[src/rtl/noc_pkg.sv]
// Shared NoC definitions: flit type codes, type-field position and output-port defaults.
package noc_pkg;

    localparam int FLIT_W        = 64;
    localparam int NUM_VC        = 2;
    localparam int VC_DEPTH      = 4;
    localparam int VC_W          = 2;
    localparam int FLIT_TYPE_MSB = 47;
    localparam int FLIT_TYPE_LSB = 45;

    typedef enum logic [2:0] {
        FLIT_HEAD     = 3'b000,
        FLIT_BODY     = 3'b001,
        FLIT_TAIL     = 3'b010,
        FLIT_HEADTAIL = 3'b011
    } flit_type_e;

    typedef enum logic {
        VC_IDLE   = 1'b0,
        VC_ACTIVE = 1'b1
    } vc_state_e;

    function automatic logic is_head(input logic [2:0] ftype);
        return (ftype == FLIT_HEAD) || (ftype == FLIT_HEADTAIL);
    endfunction

    // Unused codes 1xx fall through as body flits: neither head nor tail.
    function automatic logic is_tail(input logic [2:0] ftype);
        return (ftype == FLIT_TAIL) || (ftype == FLIT_HEADTAIL);
    endfunction

endpackage

[src/rtl/output_port_tx_if.sv]
// Crossbar-side, credit-return and link-side signals of one router output port.
interface output_port_tx_if;
    import noc_pkg::*;

    logic [FLIT_W-1:0] xb_flit_in;
    logic              xb_valid;
    logic [VC_W-1:0]   xb_vc;
    logic              xb_ready;
    logic              credit_valid;
    logic [VC_W-1:0]   credit_vc;
    logic [FLIT_W-1:0] dataOut;
    logic              dataOut_valid;
    logic [VC_W-1:0]   dataOut_vc;

    // master: crossbar + downstream router side; slave: the output port itself.
    modport master (
        output xb_flit_in, xb_valid, xb_vc, credit_valid, credit_vc,
        input  xb_ready, dataOut, dataOut_valid, dataOut_vc
    );

    modport slave (
        input  xb_flit_in, xb_valid, xb_vc, credit_valid, credit_vc,
        output xb_ready, dataOut, dataOut_valid, dataOut_vc
    );

endinterface

[src/rtl/output_port_tx_vc_credit_ctr.sv]
// Credit counter for one downstream VC: saturates at 0 and DEPTH, inc+dec together holds.
module vc_credit_ctr #(
    parameter int DEPTH = 4,
    localparam int CW   = $clog2(DEPTH + 1)
) (
    input  logic          clk,
    input  logic          rst,
    input  logic          inc,
    input  logic          dec,
    output logic [CW-1:0] cnt,
    output logic          has_credit,
    output logic          overflow
);

    logic [CW-1:0] cnt_reg;
    logic [CW-1:0] cnt_next;

    always_ff @(posedge clk or negedge rst) begin
        if (!rst) begin
            cnt_reg <= CW'(DEPTH);
        end else begin
            cnt_reg <= cnt_next;
        end
    end

    always_comb begin
        cnt_next = cnt_reg;
        overflow = 1'b0;
        unique case ({inc, dec})
            2'b10: begin
                if (cnt_reg == CW'(DEPTH)) begin
                    overflow = 1'b1;
                end else begin
                    cnt_next = cnt_reg + CW'(1);
                end
            end
            2'b01: begin
                if (cnt_reg != '0) begin
                    cnt_next = cnt_reg - CW'(1);
                end
            end
            default: cnt_next = cnt_reg;
        endcase
    end

    assign cnt        = cnt_reg;
    assign has_credit = (cnt_reg != '0);

endmodule

[src/rtl/output_port_tx.sv]
// Router output port transmitter: per-packet downstream VC allocation, credit flow control,
// registered link output. Define OUTPORT_STATS_EN to add stat_flits/stat_stalls counters.
module output_port_tx
    import noc_pkg::*;
(
    input  logic                 clk,
    input  logic                 rst,
    output_port_tx_if.slave      io,
    output logic [NUM_VC-1:0]    vc_busy,
    output logic                 proto_err
`ifdef OUTPORT_STATS_EN
    ,
    output logic [31:0]          stat_flits,
    output logic [31:0]          stat_stalls
`endif
);

    localparam int CW = $clog2(VC_DEPTH + 1);

    logic [2:0]                   flit_type;
    logic                         head_flit;
    logic                         tail_flit;

    logic [NUM_VC-1:0]            idle_vec;
    logic [NUM_VC-1:0]            active_vec;
    logic [NUM_VC-1:0]            has_credit;
    logic [NUM_VC-1:0]            overflow;
    logic [NUM_VC-1:0]            inc;
    logic [NUM_VC-1:0]            dec;
    logic [NUM_VC-1:0][VC_W-1:0]  owner_vec;
    logic [NUM_VC-1:0][CW-1:0]    cnt_vec;

    logic                         head_found;
    logic [VC_W-1:0]              head_vc;
    logic                         match_found;
    logic [VC_W-1:0]              match_vc;
    logic                         match_credit;
    logic [VC_W-1:0]              target_vc;

    logic                         ready;
    logic                         accept;
    logic                         send;
    logic                         orphan;

    logic [FLIT_W-1:0]            data_reg;
    logic                         valid_reg;
    logic [VC_W-1:0]              vc_reg;
    logic                         err_reg;

    always_comb begin
        flit_type = io.xb_flit_in[FLIT_TYPE_MSB:FLIT_TYPE_LSB];
        head_flit = is_head(flit_type);
        tail_flit = is_tail(flit_type);
    end

    // Descending scan so the lowest-index free VC with credit wins.
    always_comb begin
        head_found = 1'b0;
        head_vc    = '0;
        for (int v = NUM_VC - 1; v >= 0; v--) begin
            if (idle_vec[v] && has_credit[v]) begin
                head_found = 1'b1;
                head_vc    = VC_W'(v);
            end
        end
    end

    // At most one ACTIVE VC can be owned by a given upstream VC.
    always_comb begin
        match_found  = 1'b0;
        match_vc     = '0;
        match_credit = 1'b0;
        for (int v = 0; v < NUM_VC; v++) begin
            if (active_vec[v] && (owner_vec[v] == io.xb_vc)) begin
                match_found  = 1'b1;
                match_vc     = VC_W'(v);
                match_credit = (cnt_vec[v] != '0);
            end
        end
    end

    // Orphan body/tail flits are accepted so they cannot block the crossbar.
    always_comb begin
        ready     = 1'b1;
        target_vc = match_vc;
        if (head_flit) begin
            ready     = head_found;
            target_vc = head_vc;
        end else if (match_found) begin
            ready     = match_credit;
        end
        accept = io.xb_valid && ready;
        send   = accept && (head_flit || match_found);
        orphan = accept && !head_flit && !match_found;
    end

    assign io.xb_ready = ready;

    for (genvar gi = 0; gi < NUM_VC; gi++) begin : g_vc
        vc_state_e       state_reg;
        vc_state_e       state_next;
        logic [VC_W-1:0] owner_reg;
        logic [VC_W-1:0] owner_next;

        assign inc[gi] = io.credit_valid && (io.credit_vc == VC_W'(gi));
        assign dec[gi] = send && (target_vc == VC_W'(gi));

        vc_credit_ctr #(
            .DEPTH      (VC_DEPTH)
        ) u_credit (
            .clk        (clk),
            .rst        (rst),
            .inc        (inc[gi]),
            .dec        (dec[gi]),
            .cnt        (cnt_vec[gi]),
            .has_credit (has_credit[gi]),
            .overflow   (overflow[gi])
        );

        always_ff @(posedge clk or negedge rst) begin
            if (!rst) begin
                state_reg <= VC_IDLE;
                owner_reg <= '0;
            end else begin
                state_reg <= state_next;
                owner_reg <= owner_next;
            end
        end

        // Tail check first: a head+tail flit claims and frees the VC in one cycle.
        always_comb begin
            state_next = state_reg;
            owner_next = owner_reg;
            if (dec[gi]) begin
                if (tail_flit) begin
                    state_next = VC_IDLE;
                end else if (head_flit) begin
                    state_next = VC_ACTIVE;
                    owner_next = io.xb_vc;
                end
            end
        end

        assign idle_vec[gi]   = (state_reg == VC_IDLE);
        assign active_vec[gi] = (state_reg == VC_ACTIVE);
        assign owner_vec[gi]  = owner_reg;
    end

    always_ff @(posedge clk or negedge rst) begin
        if (!rst) begin
            data_reg  <= '0;
            valid_reg <= 1'b0;
            vc_reg    <= '0;
            err_reg   <= 1'b0;
        end else begin
            valid_reg <= send;
            if (send) begin
                data_reg <= io.xb_flit_in;
                vc_reg   <= target_vc;
            end
            if (orphan || (|overflow)) begin
                err_reg <= 1'b1;
            end
        end
    end

    assign io.dataOut       = data_reg;
    assign io.dataOut_valid = valid_reg;
    assign io.dataOut_vc    = vc_reg;
    assign vc_busy          = active_vec;
    assign proto_err        = err_reg;

`ifdef OUTPORT_STATS_EN
    logic [31:0] flits_reg;
    logic [31:0] stalls_reg;

    always_ff @(posedge clk or negedge rst) begin
        if (!rst) begin
            flits_reg  <= '0;
            stalls_reg <= '0;
        end else begin
            if (accept) begin
                flits_reg <= flits_reg + 32'd1;
            end
            if (io.xb_valid && !ready) begin
                stalls_reg <= stalls_reg + 32'd1;
            end
        end
    end

    assign stat_flits  = flits_reg;
    assign stat_stalls = stalls_reg;
`endif

endmodule

[src/flat_wrapper.sv]
// flat-port wrapper written by rule: the top's interface ports become plain ports
module output_port_tx_flat import noc_pkg::*;
  (clk, rst, vc_busy, proto_err, io_xb_flit_in, io_xb_valid, io_xb_vc, io_credit_valid, io_credit_vc, io_xb_ready, io_dataOut, io_dataOut_valid, io_dataOut_vc);
  output_port_tx_if io_i ();
  input  logic clk;
  input  logic rst;
  output logic [NUM_VC-1:0] vc_busy;
  output logic proto_err;
  input wire logic [$bits(io_i.xb_flit_in)-1:0] io_xb_flit_in;
  input wire logic [$bits(io_i.xb_valid)-1:0] io_xb_valid;
  input wire logic [$bits(io_i.xb_vc)-1:0] io_xb_vc;
  input wire logic [$bits(io_i.credit_valid)-1:0] io_credit_valid;
  input wire logic [$bits(io_i.credit_vc)-1:0] io_credit_vc;
  output wire logic [$bits(io_i.xb_ready)-1:0] io_xb_ready;
  output wire logic [$bits(io_i.dataOut)-1:0] io_dataOut;
  output wire logic [$bits(io_i.dataOut_valid)-1:0] io_dataOut_valid;
  output wire logic [$bits(io_i.dataOut_vc)-1:0] io_dataOut_vc;
  assign io_i.xb_flit_in = io_xb_flit_in;
  assign io_i.xb_valid = io_xb_valid;
  assign io_i.xb_vc = io_xb_vc;
  assign io_i.credit_valid = io_credit_valid;
  assign io_i.credit_vc = io_credit_vc;
  assign io_xb_ready = io_i.xb_ready;
  assign io_dataOut = io_i.dataOut;
  assign io_dataOut_valid = io_i.dataOut_valid;
  assign io_dataOut_vc = io_i.dataOut_vc;
  output_port_tx u_core (.clk(clk), .rst(rst), .io(io_i), .vc_busy(vc_busy), .proto_err(proto_err));
endmodule
[config.mk]
export PLATFORM = sky130hd
export DESIGN_NAME = output_port_tx_flat
export DESIGN_NICKNAME = d
export VERILOG_FILES = /design/src/rtl/noc_pkg.sv /design/src/rtl/output_port_tx_if.sv /design/src/rtl/output_port_tx_vc_credit_ctr.sv /design/src/rtl/output_port_tx.sv /design/src/flat_wrapper.sv
export SDC_FILE = /design/constraint.sdc
export NUM_CORES = 1
export LEC_CHECK = 0
export ABC_AREA = 1
export BUFFER_PORTS_ARGS = -buffer_cell sky130_fd_sc_hd__buf_2
export CORE_UTILIZATION = 40
export CTS_BUF_LIST = sky130_fd_sc_hd__clkbuf_16
export CTS_CLUSTER_SIZE = 24
export DETAILED_ROUTE_END_ITERATION = 8
export PLACE_DENSITY = 0.71
export SLEW_MARGIN = 10
export SYNTH_ARGS = -nofsm -noshare
export SYNTH_HDL_FRONTEND = slang
export SYNTH_SLANG_ARGS = --single-unit
[constraint.sdc]
create_clock -name clk -period 1.8 [get_ports clk]
set_input_delay 0.27 -clock clk [delete_from_list [all_inputs] [get_ports clk]]
set_output_delay 0.27 -clock clk [all_outputs]
set_load 0.05 [all_outputs]
==> results_tabular.tex <==
\begin{tabular}{lr}
\hline
Metric & Value \\
\hline
\multicolumn{2}{l}{\textbf{Layout}} \\
\quad Largest register FFs & 64 \\
\quad Number of nets in the layout & around 680 \\
\quad Finished Layout Cells & slightly above 700 \\
\quad Antenna diode count & 0 \\
\quad Share of post-route cells with drive strength above 1 & between 40\% and 50\% \\
\quad Fill cell instance count of the final layout & 677 \\
\quad Layout-stage area growth over the synthesis result & 56.9\% \\
\quad Final cell utilization of the core & 65.3\% \\
\multicolumn{2}{l}{\textbf{Clock tree}} \\
\quad Total CTS buffers & 9 \\
\quad TritonCTS clock tree & yes \\
\quad Number of clock sinks & between 70 and 80 \\
\quad Clock-pin transition on the worst setup and hold timing paths & around 0.070 ns \\
\quad Htree depth & 3 \\
\quad Clock latency on the worst-skew pair & between 0.3 and 0.4 ns \\
\quad CTS Root Cell & clkbuf\_16 \\
\quad Number of buffers on the longest clock path & 2 \\
\multicolumn{2}{l}{\textbf{STA}} \\
\quad Minimum period implied by the final worst setup slack & roughly 2.1 ns \\
\quad Period Utilization, post-route & 115\% \\
\quad Worst-case setup margin in the final layout & -0.275 ns \\
\quad Count of final max-slew check failures & 0 \\
\quad Maximum operating frequency & a little under 500 MHz \\
\quad Total negative setup slack & -4.50 ns \\
\quad Finish-stage setup viols & 74 \\
\quad Number of hold violations in the final report & 0 \\
\quad Setup repair after global routing missed its margin & yes \\
\quad Post-Route Skew & between 0.009 and 0.01 ns \\
\multicolumn{2}{l}{\textbf{Detailed routing}} \\
\quad Per-cell via count in the routed design & about 4.6 \\
\quad Drt wl/cell & roughly 13 µm \\
\quad First DRT Iteration DRCs & 73 \\
\quad Total length of routed wires & a little over 9000 µm \\
\quad Drt first pass iters & 4 \\
\quad Residual antenna-violating net count after detailed routing & 0 \\
\quad Post-route DRC violation count & 0 \\
\quad Via Count & 3294 \\
\multicolumn{2}{l}{\textbf{Place}} \\
\quad Post-detailed-placement half-perimeter wirelength & between 5000 and 6000 µm \\
\quad Post-Place Setup Slack & -0.293 ns \\
\quad Final weighted congestion in routability-driven placement & between 0.7 and 0.8 \\
\quad Instance count after placement with tap cells included & between 600 and 700 \\
\quad Number of buffers inserted by port buffering & around 140 \\
\multicolumn{2}{l}{\textbf{Global route}} \\
\quad Total gr overflow & 0 \\
\quad Largest net degree at the start of global routing & 47 \\
\quad Via count of the first global-routing pass & $\sim$3000 \\
\quad GRT Util Overall & about a fifth \\
\quad Initial antenna violation count & 0 \\
\quad Global-route wire length before repair & around 13000 µm \\
\multicolumn{2}{l}{\textbf{Setup path}} \\
\quad Critical Path Source Type & flip-flop \\
\quad Worst r2r path cells & 15 \\
\quad Critical path data required time & approximately 2.1 ns \\
\quad Crit Path Category & reg2reg \\
\quad Data arrival, critical path & between 2 and 2.5 ns \\
\quad Setup crit end kind & flip-flop \\
\quad Critical Path Fanout Max & 3 \\
\multicolumn{2}{l}{\textbf{Floorplan}} \\
\quad Initial core utilization & between 40\% and 50\% \\
\quad Placeable core region & roughly 0.0083 mm² \\
\quad Io pins & about 140 \\
\quad Area enclosed by the die boundary & around 0.0090 mm² \\
\quad Std-Cell Rows & 33 \\
\quad Y dimension of the die & approximately 95 µm \\
\quad Overall die width & 94.7 µm \\
\multicolumn{2}{l}{\textbf{Pwr}} \\
\quad Maximum ir drop on the vdd rail & 0.00106 V \\
\quad Power per Cell Area & approximately 2200 mW/mm² \\
\quad Leakage dissipation & 3.03 nW \\
\multicolumn{2}{l}{\textbf{Logic synthesis}} \\
\quad Synth async-reset ratio & 100\% \\
\quad Synth Warn \# & 0 \\
\quad Number of enable flip-flop cells after synthesis & 0 \\
\quad Number of nets produced by synthesis & $\sim$490 \\
\quad Count of cell types in the netlist & 26 \\
\quad Main flop type after synthesis & dfrtp\_1 \\
\quad Synthesized flop and latch total & just under 80 \\
\quad Average size of a mapped cell & around 8.4 µm² \\
\quad Post-synthesis cell area & 0.00343 mm² \\
\quad Synthesized instance count & about 400 \\
\quad Fraction of the yosys area taken by sequential cells & between 50 and 60\% \\
\multicolumn{2}{l}{\textbf{Min path}} \\
\quad Cell depth of the worst min-delay path & 3 \\
\quad Min-Delay Path Class & in2reg \\
\multicolumn{2}{l}{\textbf{Run status}} \\
\quad Failing checks & negative setup slack \\
\quad Run status & finished with violations \\
\multicolumn{2}{l}{\textbf{Job}} \\
\quad Maximum Capacitance Violations & 0 \\
\hline
\end{tabular}
-- logic make-up (layout without fill, tap and decap cells) --
logic type / count (synthesis) / after routing / share of synthesized area (%)
fa+ha+maj: 2 / 2 / 0.947
compound gates: 14 / 14 / 2.15
simple gates: 264 / 264 / 31.6
buf+inv: 48 / 249 / 6.81
xor+xnor: 3 / 3 / 0.765
other cells: 1 / 1 / 0.109
flops: 79 / 79 / 57.6
-- layout make-up --
class	instances	area, µm²	share of cell area [%]
inverter	31	129	2.39
tap	105	131	2.44
clock inverter	7	55.1	1.02
clock buffer	9	225	4.18
multi-input combinational	284	1350	25.0
timing repair buffer	202	1520	28.3
sequential	79	1980	36.7
-- worst max-delay path: stages (launching register included) --
cell,delay [ns]
dfstp_2,0.54
inv_2,0.04
nand3_2,0.08
nand2_2,0.07
nand3_2,0.08
nand4_1,0.15
nor2_4,0.19
nand3_2,0.10
xor2_1,0.16
ha_2,0.17
nor2_1,0.09
nand4_1,0.09
nand2_1,0.09
nand2_1,0.05
nand2_1,0.06
nand2_1,0.05
-- synth_stat cells, types with 2 or more instances --
master	number	share of area (%)
nand2_1	222	24
dfrtp_1	77	56
inv_1	25	2.7
nand3_1	13	1.9
o21ai_0	7	1.0
inv_2	6	0.66
buf_4	5	1.1
nand2_2	5	0.91
nand3_2	5	1.5
nor2_1	5	0.55
nor3_1	5	0.73
buf_2	4	0.58
buf_6	4	1.3
clkbuf_1	4	0.44
nor2_2	4	0.73
o21ai_1	4	0.58
nand4_1	3	0.55
xor2_1	3	0.77
a21oi_1	2	0.29
dfstp_2	2	1.5
-- power by group --
group | total, W | internal, W | switching (W)
Sequential | 0.00308 | 0.00263 | 0.000450
Clock | 0.00170 | 0.000948 | 0.000756
Combinational | 0.00683 | 0.00225 | 0.00457
-- layout by cell type, fill, tap and decap left out, types with 4 or more instances in the layout --
cell	count
buf_12	5
buf_2	139
buf_4	35
buf_6	4
buf_8	6
clkbuf_16	17
dfrtp_1	77
inv_1	20
inv_2	10
nand2_1	209
nand2_2	16
nand3_1	8
nand3_2	8
nor2_2	4
o21ai_1	9
-- worst paths after layout --
kind,startpoint,end,slack [ns]
worst max-delay path,u_core.g_vc[1].u_credit.cnt[2],u_core.g_vc[0].u_credit.cnt[2],-0.28
worst min register to register,u_core.io.dataOut[37],u_core.io.dataOut[37],0.47
worst max register to register,u_core.g_vc[1].u_credit.cnt[2],u_core.g_vc[0].u_credit.cnt[2],-0.28
max in group asynchronous,rst,u_core.io.dataOut[55],0.95
min in group asynchronous,rst,u_core.io.dataOut[3],0.27
worst min-delay path,io_xb_flit_in[42],u_core.io.dataOut[42],0.14
-- metal layers --
metal	track usage, %	routed length [µm]	part of all wire (%)
met5	0	0	0
met4	6.57	88	0.95
met3	3.62	410	4.4
met2	33.5	4660	50
met1	23.3	4110	44
-- per-stage QoR --
| step | area (µm²) | hold slack (ns) | power (W) |
|---|---|---|---|
| after global placement | 4470 | 0.0701 | 0.00871 |
| final | 5390 | 0.136 | 0.0116 |
| after detailed placement | 4470 | 0.0700 | 0.00884 |
| after global routing | 5390 | 0.139 | 0.0123 |
| after CTS | 5020 | 0.129 | 0.0110 |
| after floorplan | 3470 | -0.0256 | 0.00732 |
-- what timing repair did --
| item | 4_1_cts | 5_1_grt |
|---|---|---|
| endpoints found under the hold margin | 45 | 0 |
| setup endpoints to repair | 76 | 78 |
| pin swaps | 5 | 6 |
| hold buffers | 1 | 0 |
| cloned | 4 | 8 |
| resized for setup | 23 | 39 |
| setup buffers | 6 | 8 |
Note: power is estimated with default switching activity, not from simulation.
